## src/rtl/function_arbiter_rr.sv

```systemverilog
// Round-robin arbiter sharing one function unit among N four-phase requesters.
// Inputs are asynchronous and synchronized here; every output except busy is registered.
//
// state    | meaning
// ---------+------------------------------------------------------------
// S_IDLE   | no grant pending; picks the next winner from ptr
// S_START  | sel/go asserted, waiting for done_s to rise
// S_RETURN | go dropped, waiting for done_s to fall
// S_ACK    | acks[g] high (result valid), waiting for req_s[g] to fall
module function_arbiter_rr #(
  parameter int N           = 4,
  parameter int SYNC_STAGES = 2
) (
  input  logic                 clk,
  input  logic                 rst,
  input  logic [N-1:0]         reqs,
  input  logic                 done,
  output logic [N-1:0]         acks,
  output logic [N-1:0]         sel,
  output logic                 go,
  output logic [$clog2(N)-1:0] grant_id,
  output logic                 busy
);

  localparam int IW = $clog2(N);

  typedef enum logic [1:0] {
    S_IDLE   = 2'd0,
    S_START  = 2'd1,
    S_RETURN = 2'd2,
    S_ACK    = 2'd3
  } state_t;

  logic [SYNC_STAGES-1:0][N-1:0] req_sync;
  logic [SYNC_STAGES-1:0]        done_sync;
  logic [N-1:0]                  req_s;
  logic                          done_s;

  state_t        state_q, state_d;
  logic [N-1:0]  acks_q, acks_d;
  logic [N-1:0]  sel_q, sel_d;
  logic          go_q, go_d;
  logic [IW-1:0] grant_q, grant_d;
  logic [IW-1:0] ptr_q, ptr_d;

  logic [IW-1:0] win;
  logic          found;
  int            idx;
  logic [N-1:0]  win_oh;
  logic [N-1:0]  grant_oh;

  always_ff @(posedge clk or posedge rst) begin
    if (rst) begin
      req_sync  <= '0;
      done_sync <= '0;
    end else begin
      req_sync  <= {req_sync[SYNC_STAGES-2:0], reqs};
      done_sync <= {done_sync[SYNC_STAGES-2:0], done};
    end
  end

  assign req_s  = req_sync[SYNC_STAGES-1];
  assign done_s = done_sync[SYNC_STAGES-1];

  // First set request scanning upward from ptr, wrapping past N-1.
  always_comb begin
    found = 1'b0;
    win   = ptr_q;
    idx   = 0;
    for (int k = 0; k < N; k++) begin
      idx = int'(ptr_q) + k;
      if (idx >= N) idx = idx - N;
      if (!found && req_s[idx]) begin
        found = 1'b1;
        win   = IW'(idx);
      end
    end
  end

  assign win_oh   = N'(1) << win;
  assign grant_oh = N'(1) << grant_q;

  always_comb begin
    state_d = state_q;
    acks_d  = acks_q;
    sel_d   = sel_q;
    go_d    = go_q;
    grant_d = grant_q;
    ptr_d   = ptr_q;
    case (state_q)
      S_IDLE: begin
        if (found) begin
          grant_d = win;
          sel_d   = win_oh;
          go_d    = 1'b1;
          state_d = S_START;
        end
      end
      S_START: begin
        if (done_s) begin
          go_d    = 1'b0;
          state_d = S_RETURN;
        end
      end
      S_RETURN: begin
        if (!done_s) begin
          acks_d  = grant_oh;
          state_d = S_ACK;
        end
      end
      S_ACK: begin
        if (!req_s[grant_q]) begin
          acks_d  = '0;
          sel_d   = '0;
          ptr_d   = (grant_q == IW'(N - 1)) ? '0 : grant_q + IW'(1);
          state_d = S_IDLE;
        end
      end
      default: state_d = S_IDLE;
    endcase
  end

  always_ff @(posedge clk or posedge rst) begin
    if (rst) begin
      state_q <= S_IDLE;
      acks_q  <= '0;
      sel_q   <= '0;
      go_q    <= 1'b0;
      grant_q <= '0;
      ptr_q   <= '0;
    end else begin
      state_q <= state_d;
      acks_q  <= acks_d;
      sel_q   <= sel_d;
      go_q    <= go_d;
      grant_q <= grant_d;
      ptr_q   <= ptr_d;
    end
  end

  assign acks     = acks_q;
  assign sel      = sel_q;
  assign go       = go_q;
  assign grant_id = grant_q;
  assign busy     = (state_q != S_IDLE);

endmodule
```

## config.mk

```make
export PLATFORM = sky130hd
export DESIGN_NAME = function_arbiter_rr
export DESIGN_NICKNAME = d
export VERILOG_FILES = /design/src/rtl/function_arbiter_rr.sv
export SDC_FILE = /design/constraint.sdc
export NUM_CORES = 1
export LEC_CHECK = 0
export CORE_MARGIN = 3
export CORE_UTILIZATION = 45
export CTS_BUF_LIST = sky130_fd_sc_hd__clkbuf_4 sky130_fd_sc_hd__clkbuf_8
export DETAILED_ROUTE_END_ITERATION = 8
export MAX_ROUTING_LAYER = met4
export PLACE_DENSITY = 0.72
export SLEW_MARGIN = 20
export SYNTH_ARGS = -nofsm -noshare
export SYNTH_HDL_FRONTEND = slang
export SYNTH_SLANG_ARGS = --single-unit
```

## constraint.sdc

```tcl
create_clock -name clk -period 1.5 [get_ports clk]
set_input_delay 0.3 -clock clk [delete_from_list [all_inputs] [get_ports clk]]
set_output_delay 0.3 -clock clk [all_outputs]
set_load 0.005 [all_outputs]
```

Word level (Yosys, flattened, before mapping) --
Index checks and enable logic that the tools add are counted.
Word-level totals: bits in registers 25, bits of input ports 7, output and inout bits 12, logic and storage cells 94
Operators by class: add/subtract/negate cells 8, magnitude comparators 9, equal/unequal tests 8, shift-type cells 2, multiplexer cells 40, bitwise operators 1, reduce and logical (&&, ||, !) cells 17
Operator list (number):
- $lt A32 B4 Y1 const B | 4
- $mux W32 | 4
- $mux W2 | 9
- $pmux W4 S2 | 2
- $mux W1 | 15
- $mux W4 | 3
- $sub A3 B3 Y4 const B | 3
- $bmux W1 S2 | 5
- $ge A3 B3 Y1 const B | 3
- $reduce_and A3 Y1 | 3
- $ne A2 B2 Y1 const B | 4
- $pmux W2 S4 | 1
- $reduce_bool A2 Y1 | 4
- $shl A1 B2 Y4 const A | 2
- $add A2 B2 Y3 const B | 2
- $eq A2 B2 Y1 const B | 3
- $reduce_and A2 Y1 | 2
- $reduce_and A4 Y1 | 1
- $sub A2 B3 Y4 const B | 1
- $add A2 B1 Y3 const B | 1
- $ge A2 B3 Y1 const B | 1
- $logic_and A1 B1 Y1 | 3
- $logic_not A1 Y1 | 3
- $lt A2 B3 Y1 const B | 1
- 5 further kinds | 5

Longest topological paths before layout --
depth after elaboration 18, depth in mapped cells 6, mapped depth without buffers 6

Least setup slack after synthesis --
OpenSTA, ideal clock, no wires.
path kind reg2reg, from reg grant_q[0] (netlist: grant_id[0]), to reg state_q[1], library setup time 0.125 ns, arrival time 1.465 ns, required time 1.375 ns, slack -0.091 ns, stages on the path, launching flop included 5, path buffers 0, clock period less this slack 1.591 ns, cells stage by stage dfrtp_1 mux4_2 nand2_2 nand3_2 mux2_4
On the way: cells in the longest elaborated chain, start to end 4
Ends and longest elaborated chain:
- from (decl) | line 43 | logic [IW-1:0] grant_q, grant_d;
- from (signal assigned) | line 136 | grant_q <= grant_d;
- $bmux W1 S2 | line 112 | if (!req_s[grant_q]) begin
- $mux W1 (implied by the code) | line 112
- $ne A2 B2 Y1 (no line)
- $reduce_and A4 Y1 (no line)
- to (signal assigned) | line 132 | state_q <= state_d;
- to (decl) | line 39 | state_t state_q, state_d;
No other way between the ends. The select of a mux whose other input is x is not followed. A chain may end at the register's enable or synchronous reset.

Worst setup path in the final report --
Same ends and word-level chain as after synthesis.

==> metrics.md <==
| Metric | Value |
|---|---|
| Run status | complete, but fails checks |
| Failing checks | setup timing |
| Vias in the first global route | 992 |
| Lkg Pwr | 0.0008071 uW |
| Post-Synthesis Cells | just over 100 |
| Yosys warning total | 0 |
| Fin area | 1655 um^2 |
| FMAX | a little over 0.6 GHz |
| Post-layout util | 70.75% |
| Largest net degree at the start of global routing | 26 |
| Die X | between 50 and 60 um |
| Seq/Total Area, Yosys | a little over half |
| HP Class | in -> async |
| Initial antenna violation count | 0 |
| Worst hold margin | 308.3 ps |
| Unrepaired setup endpoints after global routing | yes |
| MaxCap Viol Count | 0 |
| Via count | 961 |
| Critical path launch point type | register |
| Worst slack, placed | -56.56 ps |
| Tmin final | 1627 ps |
| Slew Limit Fails | 0 |
| Post-CTS Hold Fix Bufs | 0 |
| Dpl cell area | 1509 um^2 |
| Synth top area share | 53.36% |
| Syn_nets | 119 |
| Placer Congestion | 0.7840 |
| Die Y | about 57 um |
| Crit end category | register |
| DR WL/cell | 14.72 um |
| Post-DRT Antenna Nets | 0 |
| Mapped cell area | 1172 um^2 |
| Post-synth top area cell | dfrtp_1 |
| Critical Path AT | 1860 ps |
| Die area | 3254 um^2 |
| Crit-path cells | buf_6, mux4_2, nand2_2, nand3_2, mux2_4 |
| Fin Clk Skew | between 5 and 6 ps |
| N_diodes | 0 |
| Htree depth | 1 |
| Grt total ovfl | 0 |
| # setup viols final | 11 |
| Dpl hpwl | about 1900 um |
| Slew headroom | 76.65% |
| Syn Area/Cell | between 10 and 15 um^2 |
| Clock sink count | 25 |
| Hold Violations, Final | 0 |
| CTS Buffer Depth | 2 |
| Total core area | approximately 2300 um^2 |
| Cell area power density | 1838 nW/um^2 |
| Final clock period utilization by the worst path | 108.5% |
| Crit path required time | 1730 ps |
| Initial Utilization | between 50 and 60% |
| Cell variety after synth | 26 |
| Clock Latency Late Sink | between 300 and 400 ps |
| Slowest cell delay on critical path | 530 ps |
| Design Power | 3043 uW |
| Root buf cell | clkbuf_4 |
| DRC viols | 0 |
| DR pass1 iterations | 4 |
| R2R depth | 5 |
| Port buffer count | 18 |
| Async SR Flop Fraction | 100.0% |
| Total CTS buffers | 3 |
| WL final | 2606 um |
| TritonCTS clock tree | built |
| Reg clk slew, reported paths | about 140 ps |
| Peak supply drop | ~1.4 mV |
| Row cnt | 17 |
| GRT Total Usage | 18.07% |
| Area delta synth->final | 41.20% |
| Post-layout nets | ~170 |
| Io pins | 19 |
| Share of cells above drive strength 1 | a little over a third |
| Vias per cell | 5.429 |
| First-pass GRT wire length | between 4000 and 5000 um |
| Dominant cells by area after synthesis | dfrtp_1, ha_1, o21ai_0 |
| Most used DFF post-synth | dfrtp_1 |
| Least-Margin Pin Slew | 346.6 ps |
| Slowest-stage cell, CP | mux4_2 |
| Post-synth EDFFs | 0 |
| Fin worst setup slack | -127.1 ps |
| Initial DRC Count | 49 |
| WS Path Type | reg -> reg |
| Seq cells post-synth | 25 |
| Crit path max fanout | 3 |
-- sequential cells by signal, summed over array words and instances (netlist names) --
name,cells
acks,4
sel,4
state_q,2
go,1
req_s,4
ptr_q,2
req_sync,4
done_sync,2
grant_id,2
-- layout by cell type, fill, tap and decap left out, types with 3 or more instances in the layout --
cell type and n:
a32o_1 4, buf_4 23, clkbuf_4 3, clkdlybuf4s50_1 6, dfrtp_1 23, dlygate4sd2_1 10, ha_1 7, inv_1 10
inv_2 3, nand2_1 8, nand4_1 4, nor2_1 3, nor2b_1 3, o21ai_0 6, o21ai_1 5
-- final timing paths --
path	end	slack, ps	start
setup / recovery	state_q[1]	-130	grant_id[0]
hold / removal	req_s[2]	310	rst
setup reg to reg	state_q[1]	-130	grant_id[0]
hold reg to reg	done_sync[1]	370	done_sync[0]
max in group asynchronous	grant_id[1]	930	rst
min in group clk	done_sync[1]	370	done_sync[0]
-- cells in the mapped netlist, drive strengths merged, types with 2 or more instances --
cell   instances
nor2b          3
ha             9
dfrtp         25
a32o           4
nand4          4
nor2           3
a21oi          5
o21ai         12
inv           13
nand2         10
mux2           2
-- critical path: cells and delay by family (launching register included) --
kind                   cells  cell delay [ps]
muxes                      2              840
DFF                        1              390
and+or+nand+nor            2              200
buffers and inverters      1               90
-- per-layer routing --
layer	track usage (%)	part of all wire [%]	vias up
met3	2.715	4.1	7
met4	8.940	2.8	0
met5	-	0	-
met1	21.71	42	463
li1	-	-	459
met2	29.53	51	32
-- per-stage QoR --
stage / setup TNS, ps / cells
2_1_floorplan: -50.56 / 103
3_3_place_gp: -8.949 / 165
3_5_place_dp: -232.7 / 165
4_1_cts: -679.5 / 175
5_1_grt: -1276 / 177
6_report: -563.1 / 177
-- what timing repair did --
action                                  in CTS  in global routing
endpoints found under the setup margin      22                 16
cloned                                       0                  0
setup buffers                                6                  2
pin swaps                                    0                  3
hold endpoints to repair                     0                  0
gates resized for setup                     19                 18
-- kinds of logic (layout without fill, tap and decap cells) --
group           count (synthesis)  count (layout)  share of synthesized area (%)
compound gates                 29              29                          17.18
flops                          25              25                          53.36
simple gates                   24              24                          11.21
buf+inv                        13              59                          4.162
fa+ha+maj                       9               9                          9.605
mux                             3               3                          4.482
-- power breakdown --
part / leakage (uW) / internal [uW] / switching (uW)
Clock: 0.0000139 / 102 / 215
Combinational: 0.000488 / 905 / 827
Sequential: 0.000306 / 863 / 131
Total: 0.000807 / 1870 / 1170
-- layout make-up --
class	instances	area [um^2]
Timing Repair Buffer	42	349.1
Inverter	13	48.80
Fill cell	195	684.4
Multi-Input combinational cell	65	564.3
Tap cell	28	35.03
Clock inverter	1	7.507
Sequential cell	25	628.1
Clock buffer	3	22.52
(Power assumes the default switching activity.)
==> edit 1: new RTL, config.mk and constraints unchanged <==
The parameter `SYNC_STAGES` goes from 2 to 4.
--- a/src/rtl/function_arbiter_rr.sv
+++ b/src/rtl/function_arbiter_rr.sv
@@ -10,5 +10,5 @@
 module function_arbiter_rr #(
   parameter int N           = 4,
-  parameter int SYNC_STAGES = 2
+  parameter int SYNC_STAGES = 4
 ) (
   input  logic                 clk,
Check against the original RTL: not equivalent (Yosys sat finds a counterexample within 4 cycles, from zero or initial values and one cycle with rst high).
==> edit 1 against the original RTL <==
- the flow still finishes with violations (negative setup slack)
- cell area is 22% higher
- wire length is 23% higher
- power is 23% higher
- largest cell class unchanged
- worst setup slack worse by 0.024 ns
- die area is 21% higher
- synthesized area is 24% higher
- sequential cell count is 10 higher
- global-route usage is 0.56 points lower
- highest routed layer unchanged
==> edit 1: results (changes against the original RTL) <==
| Metric | Value |
|---|---|
| Status | finished, violations left (unchanged) |
| Failing checks | negative setup slack (unchanged) |
| Post-DP HPWL | 2054 um (was 1913 um) |
| Fraction of layout cells with a size suffix above 1 | 0.3846 (was 0.3557) |
| Routability Congestion | 0.8353 (was 0.7840) |
| Top post-synthesis cells by area | dfrtp_1 (60%), ha_1 (7.8%), o21ai_0 (3.4%), inv_1 (3.4%), a32o_1 (2.8%) (was dfrtp_1 (53%), ha_1 (9.6%), o21ai_0 (4.7%), inv_1 (4.2%), a32o_1 (3.4%)) |
| Routed Antenna Nets | 0 (unchanged) |
| Initial antenna violation count | 0 (unchanged) |
| Adder-cell share of the synthesized area | 0.07759 (was 0.09605) |
| Synth Area in Compound Gates | 0.1500 (was 0.1718) |
| Via density | 5.175 (was 5.429) |
| CP max FO | 3 (unchanged) |
| Static Leak | 0.9652 nW (was 0.8071 nW) |
| Worst-Skew Late Latency | 0.35 ns (was 0.33 ns) |
| H-tree depth | 2 (was 1) |
| CP Data Arrival Time | 1.91 ns (was 1.86 ns) |
| First-pass GRT wire length | 5043 um (was 4416 um) |
| All-Layer GR Usage | 0.1751 (was 0.1807) |
| Pre-CTS WS | -0.1131 ns (was -0.05656 ns) |
| Rel. slew slack | 0.7849 (was 0.7665) |
| Flop2flop setup slack | -0.15 ns (was -0.13 ns) |
| Ant diodes | 0 (unchanged) |
| Seq/Total Area, Yosys | 0.6034 (was 0.5336) |
| Vias in the first global route | 1,083 (was 992) |
| Mapped Cells | 113 (was 103) |
| Clk_skew | 0.01428 ns (was 0.005046 ns) |
| Largest net degree at the start of global routing | 36 (was 26) |
| Final Setup Violations | 12 (was 11) |
| Syn Nets | 129 (was 119) |
| Final WL | 3201 um (was 2606 um) |
| Synth top cells by count | dfrtp_1 (35), inv_1 (13), o21ai_0 (10) (was dfrtp_1 (25), inv_1 (13), o21ai_0 (11)) |
| Initial DRC count | 69 (was 49) |
| Clock-pin slew on the worst setup and hold paths | 0.12 ns (was 0.14 ns) |
| Pre-antenna DRT Iters | 5 (was 4) |
| Multiplexer area fraction after synthesis | 0.03621 (was 0.04482) |
| Num CTS Buffers | 5 (was 3) |
| Worst setup margin | -0.1512 ns (was -0.1271 ns) |
| Dpl cells | 191 (was 165) |
| CP peak stage delay | 0.55 ns (was 0.53 ns) |
edit 1: kinds of logic (layout without fill, tap and decap cells):
logic type,Yosys count,after routing
AOI/OAI and AO/OA,29,29
adders and majority gates,9,9
buffers and inverters,14,70
DFF,35,35
muxes,3,3
and+or+nand+nor,23,23
edit 1: per-stage QoR:
| stage | hold slack (ns) | setup TNS [ns] |
|---|---|---|
| global route | 0.2652 | -1.566 |
| floorplan | 0.3312 | -0.07607 |
| finish | 0.2804 | -0.8841 |
| CTS | 0.2789 | -0.8235 |
| detailed placement | 0.3355 | -0.3881 |
| global placement | 0.3316 | -0.1094 |
edit 1: power by group:
part | switching (W) | internal (W)
clock | 0.000348 | 0.000187
combinational | 0.000898 | 0.00101
sequential | 0.000146 | 0.00115
total | 0.00139 | 0.00234
edit 1: repair_timing:
| action | 4_1_cts | 5_1_grt |
|---|---|---|
| cloned | 0 | 0 |
| pin swaps | 0 | 1 |
| setup endpoints to repair | 22 | 17 |
| gates resized for setup | 18 | 20 |
| buffers inserted | 7 | 5 |
edit 1: final cells by class:
| class | instances | area (um2) |
|---|---|---|
| Clock inverter | 3 | 23.77 |
| Multi-Input combinational cell | 64 | 563.0 |
| Tap cell | 42 | 52.55 |
| Fill cell | 213 | 875.8 |
| Inverter | 13 | 48.80 |
| Sequential cell | 35 | 878.3 |
| Timing Repair Buffer | 49 | 420.4 |
| Clock buffer | 5 | 37.54 |
edit 1: worst reg2reg max path: stages (launching register included):
cell and delay [ns]:
dfrtp_2 0.39, buf_6 0.10, mux4_2 0.55, nand2_2 0.12, nand3_2 0.10, mux2_4 0.31
edit 1: worst max-delay path by stage:
stage | startpoint | endpoint | slack (ns) | cells after the start
2_1_floorplan | req_s[1]$_DFF_PP0_ | state_q[1]$_DFFE_PP0P_ | -0.04 | 5
4_1_cts | state_q[0]$_DFFE_PP0P_ | state_q[1]$_DFFE_PP0P_ | -0.11 | 6
5_1_grt | grant_id[0]$_DFFE_PP0P_ | state_q[1]$_DFFE_PP0P_ | -0.20 | 5
3_3_place_gp | req_s[0]$_DFF_PP0_ | state_q[1]$_DFFE_PP0P_ | -0.06 | 5
6_report | grant_id[0]$_DFFE_PP0P_ | state_q[1]$_DFFE_PP0P_ | -0.15 | 5
3_5_place_dp | req_s[0]$_DFF_PP0_ | state_q[1]$_DFFE_PP0P_ | -0.11 | 5
edit 1: routing by layer:
metal / track usage / up-vias / wire [um]
met4: 0.07989 / 0 / 52
met1: 0.2167 / 537 / 1394
li1: - / 511 / -
met3: 0.06115 / 7 / 161
met2: 0.2583 / 37 / 1593
met5: - / - / 0
==> edit 2: new RTL, same settings <==
Made on the original files. The 4 states of `state_t` get a one-hot encoding in 4 bits.
--- a/src/rtl/function_arbiter_rr.sv
+++ b/src/rtl/function_arbiter_rr.sv
@@ -25,9 +25,9 @@
   localparam int IW = $clog2(N);
 
-  typedef enum logic [1:0] {
-    S_IDLE   = 2'd0,
-    S_START  = 2'd1,
-    S_RETURN = 2'd2,
-    S_ACK    = 2'd3
+  typedef enum logic [3:0] {
+    S_IDLE   = 4'b0001,
+    S_START  = 4'b0010,
+    S_RETURN = 4'b0100,
+    S_ACK    = 4'b1000
   } state_t;
 
Behaviour: same outputs for any inputs over 10 cycles, from zero or initial values and one cycle with rst high; not proved beyond that.
==> edit 2 against the original RTL <==
- the run still ends with negative setup slack left
- sequential share of layout area up 2.6 points
- worst setup slack worse by 0.053 ns
- wire length down 2.9%
- cell area up 1.3%
- synthesized cell count down 6.8%
- combinational power down 21%
- power down 11%
- worst hold slack worse by 0.0085 ns
- synthesized area up 1.1%
- first-iteration DRC count down 65%
- cell count down 4.0%
- sequential cell count up 2
- critical path type unchanged
- largest cell class unchanged
- largest power group unchanged
==> edit 2: results (changes against the original RTL) <==
| Metric | Value |
|---|---|
| Status | finished, violations left (unchanged) |
| Failing checks | negative setup slack (unchanged) |
| First-pass GRT wire length | 4353 um (was 4416 um) |
| Worst setup margin | -0.1797 ns (was -0.1271 ns) |
| Clk_skew | 0.01541 ns (was 0.005046 ns) |
| CP endpoint | ptr_q[1]$_DFFE_PP0P_ (was state_q[1]$_DFFE_PP0P_) |
| Initial DRC count | 17 (was 49) |
| Clock-net power | 0.000302 W (was 0.000317 W) |
| Multiplexer area fraction after synthesis | 0.04435 (was 0.04482) |
| Power Sequential | 0.00104 W (was 0.000994 W) |
| Fill cells | 174 (was 195) |
| PostCTS Resize Cnt | 14 (was 19) |
| Inverters | 4 (was 13) |
| Pre-CTS WS | -0.1863 ns (was -0.05656 ns) |
| Fraction of area in multi-input gates | 0.3045 (was 0.3409) |
| Rel. slew slack | 0.6453 (was 0.7665) |
| Vias in the first global route | 909 (was 992) |
| Non-CTS buffers | 45 (was 42) |
| Final Setup Violations | 16 (was 11) |
| Avg Inst Size Synth | 12.34 um2 (was 11.38 um2) |
| Combinational group power | 0.00137 W (was 0.00173 W) |
| PortBufs | 18 (unchanged) |
| All-Layer GR Usage | 0.1787 (was 0.1807) |
| Adder-cell share of the synthesized area | 0.04224 (was 0.09605) |
| CP Data Arrival Time | 1.91 ns (was 1.86 ns) |
| Sequential cell area | 679.4 um2 (was 628.1 um2) |
| R2R cell count | 4 (was 5) |
| XOR/XNOR Fraction of Synth Area | 0.007392 (was 0) |
| Cell Area, Placed | 1503 um2 (was 1509 um2) |
| Final std cells w/o fill | 170 (was 177) |
| Largest net degree at the start of global routing | 28 (was 26) |
| Multi-input gates | 62 (was 65) |
| Synth Area in Compound Gates | 0.1584 (was 0.1718) |
| Top post-synthesis cells by area | dfrtp_1 (55%), ha_1 (4.2%), a22o_1 (3.0%), o32ai_1 (3.0%), nand2_1 (2.9%) (was dfrtp_1 (53%), ha_1 (9.6%), o21ai_0 (4.7%), inv_1 (4.2%), a32o_1 (3.4%)) |
| CP max FO | 3 (unchanged) |
| Seq/Total Area, Yosys | 0.5713 (was 0.5336) |
| Post-DP HPWL | 1748 um (was 1913 um) |
| Layout area overhead | 41.50% (was 41.20%) |
| Sequential cell area share | 0.4052 (was 0.3794) |
| Peak supply drop | 0.9843 mV (was 1.441 mV) |
| Netlist cell types | 32 (was 26) |
| Fraction of layout cells with a size suffix above 1 | 0.3592 (was 0.3557) |
| Final non-clock buffer share | 0.2440 (was 0.2109) |
| Int Power | 0.001787 W (was 0.001870 W) |
| Synth top cells by count | dfrtp_1 (26), nand2_1 (9), nand2b_1 (5) (was dfrtp_1 (25), inv_1 (13), o21ai_0 (11)) |
| Fin Setup TNS | -2.124 ns (was -0.5631 ns) |
| Final WL | 2530 um (was 2606 um) |
| FFs & Latches | 27 (was 25) |
| Routability Congestion | 0.7448 (was 0.7840) |
| Syn Nets | 107 (was 119) |
[edit 2: changes by cell type after synthesis, sizes merged, moves of 2 or more]
| cell | delta |
|---|---|
| a21oi | -4 |
| a211oi | +4 |
| inv | -9 |
| o32ai | +4 |
| nand2b | +5 |
| o21ai | -7 |
| a211o | +2 |
| buf | +3 |
| nor3 | +4 |
| a22o | +3 |
| a32o | -4 |
| ha | -5 |
| nand4 | -4 |
[edit 2: per-layer routing]
metal | vias to the layer above | GRT usage | routed length (um) | share of wire
met2 | 21 | 0.2790 | 1267 | 0.50
met3 | 2 | 0.02715 | 94 | 0.037
met5 | - | - | 0 | 0
met1 | 435 | 0.2391 | 1156 | 0.46
met4 | 0 | 0.05960 | 12 | 0.0047
li1 | 440 | - | - | -
[edit 2: worst reg2reg max path, cell delays in order (launching register included)]
cell and delay (ns):
dfrtp_2 0.39, mux4_2 0.50, nand2b_4 0.17, nor3_4 0.19, mux2_4 0.33
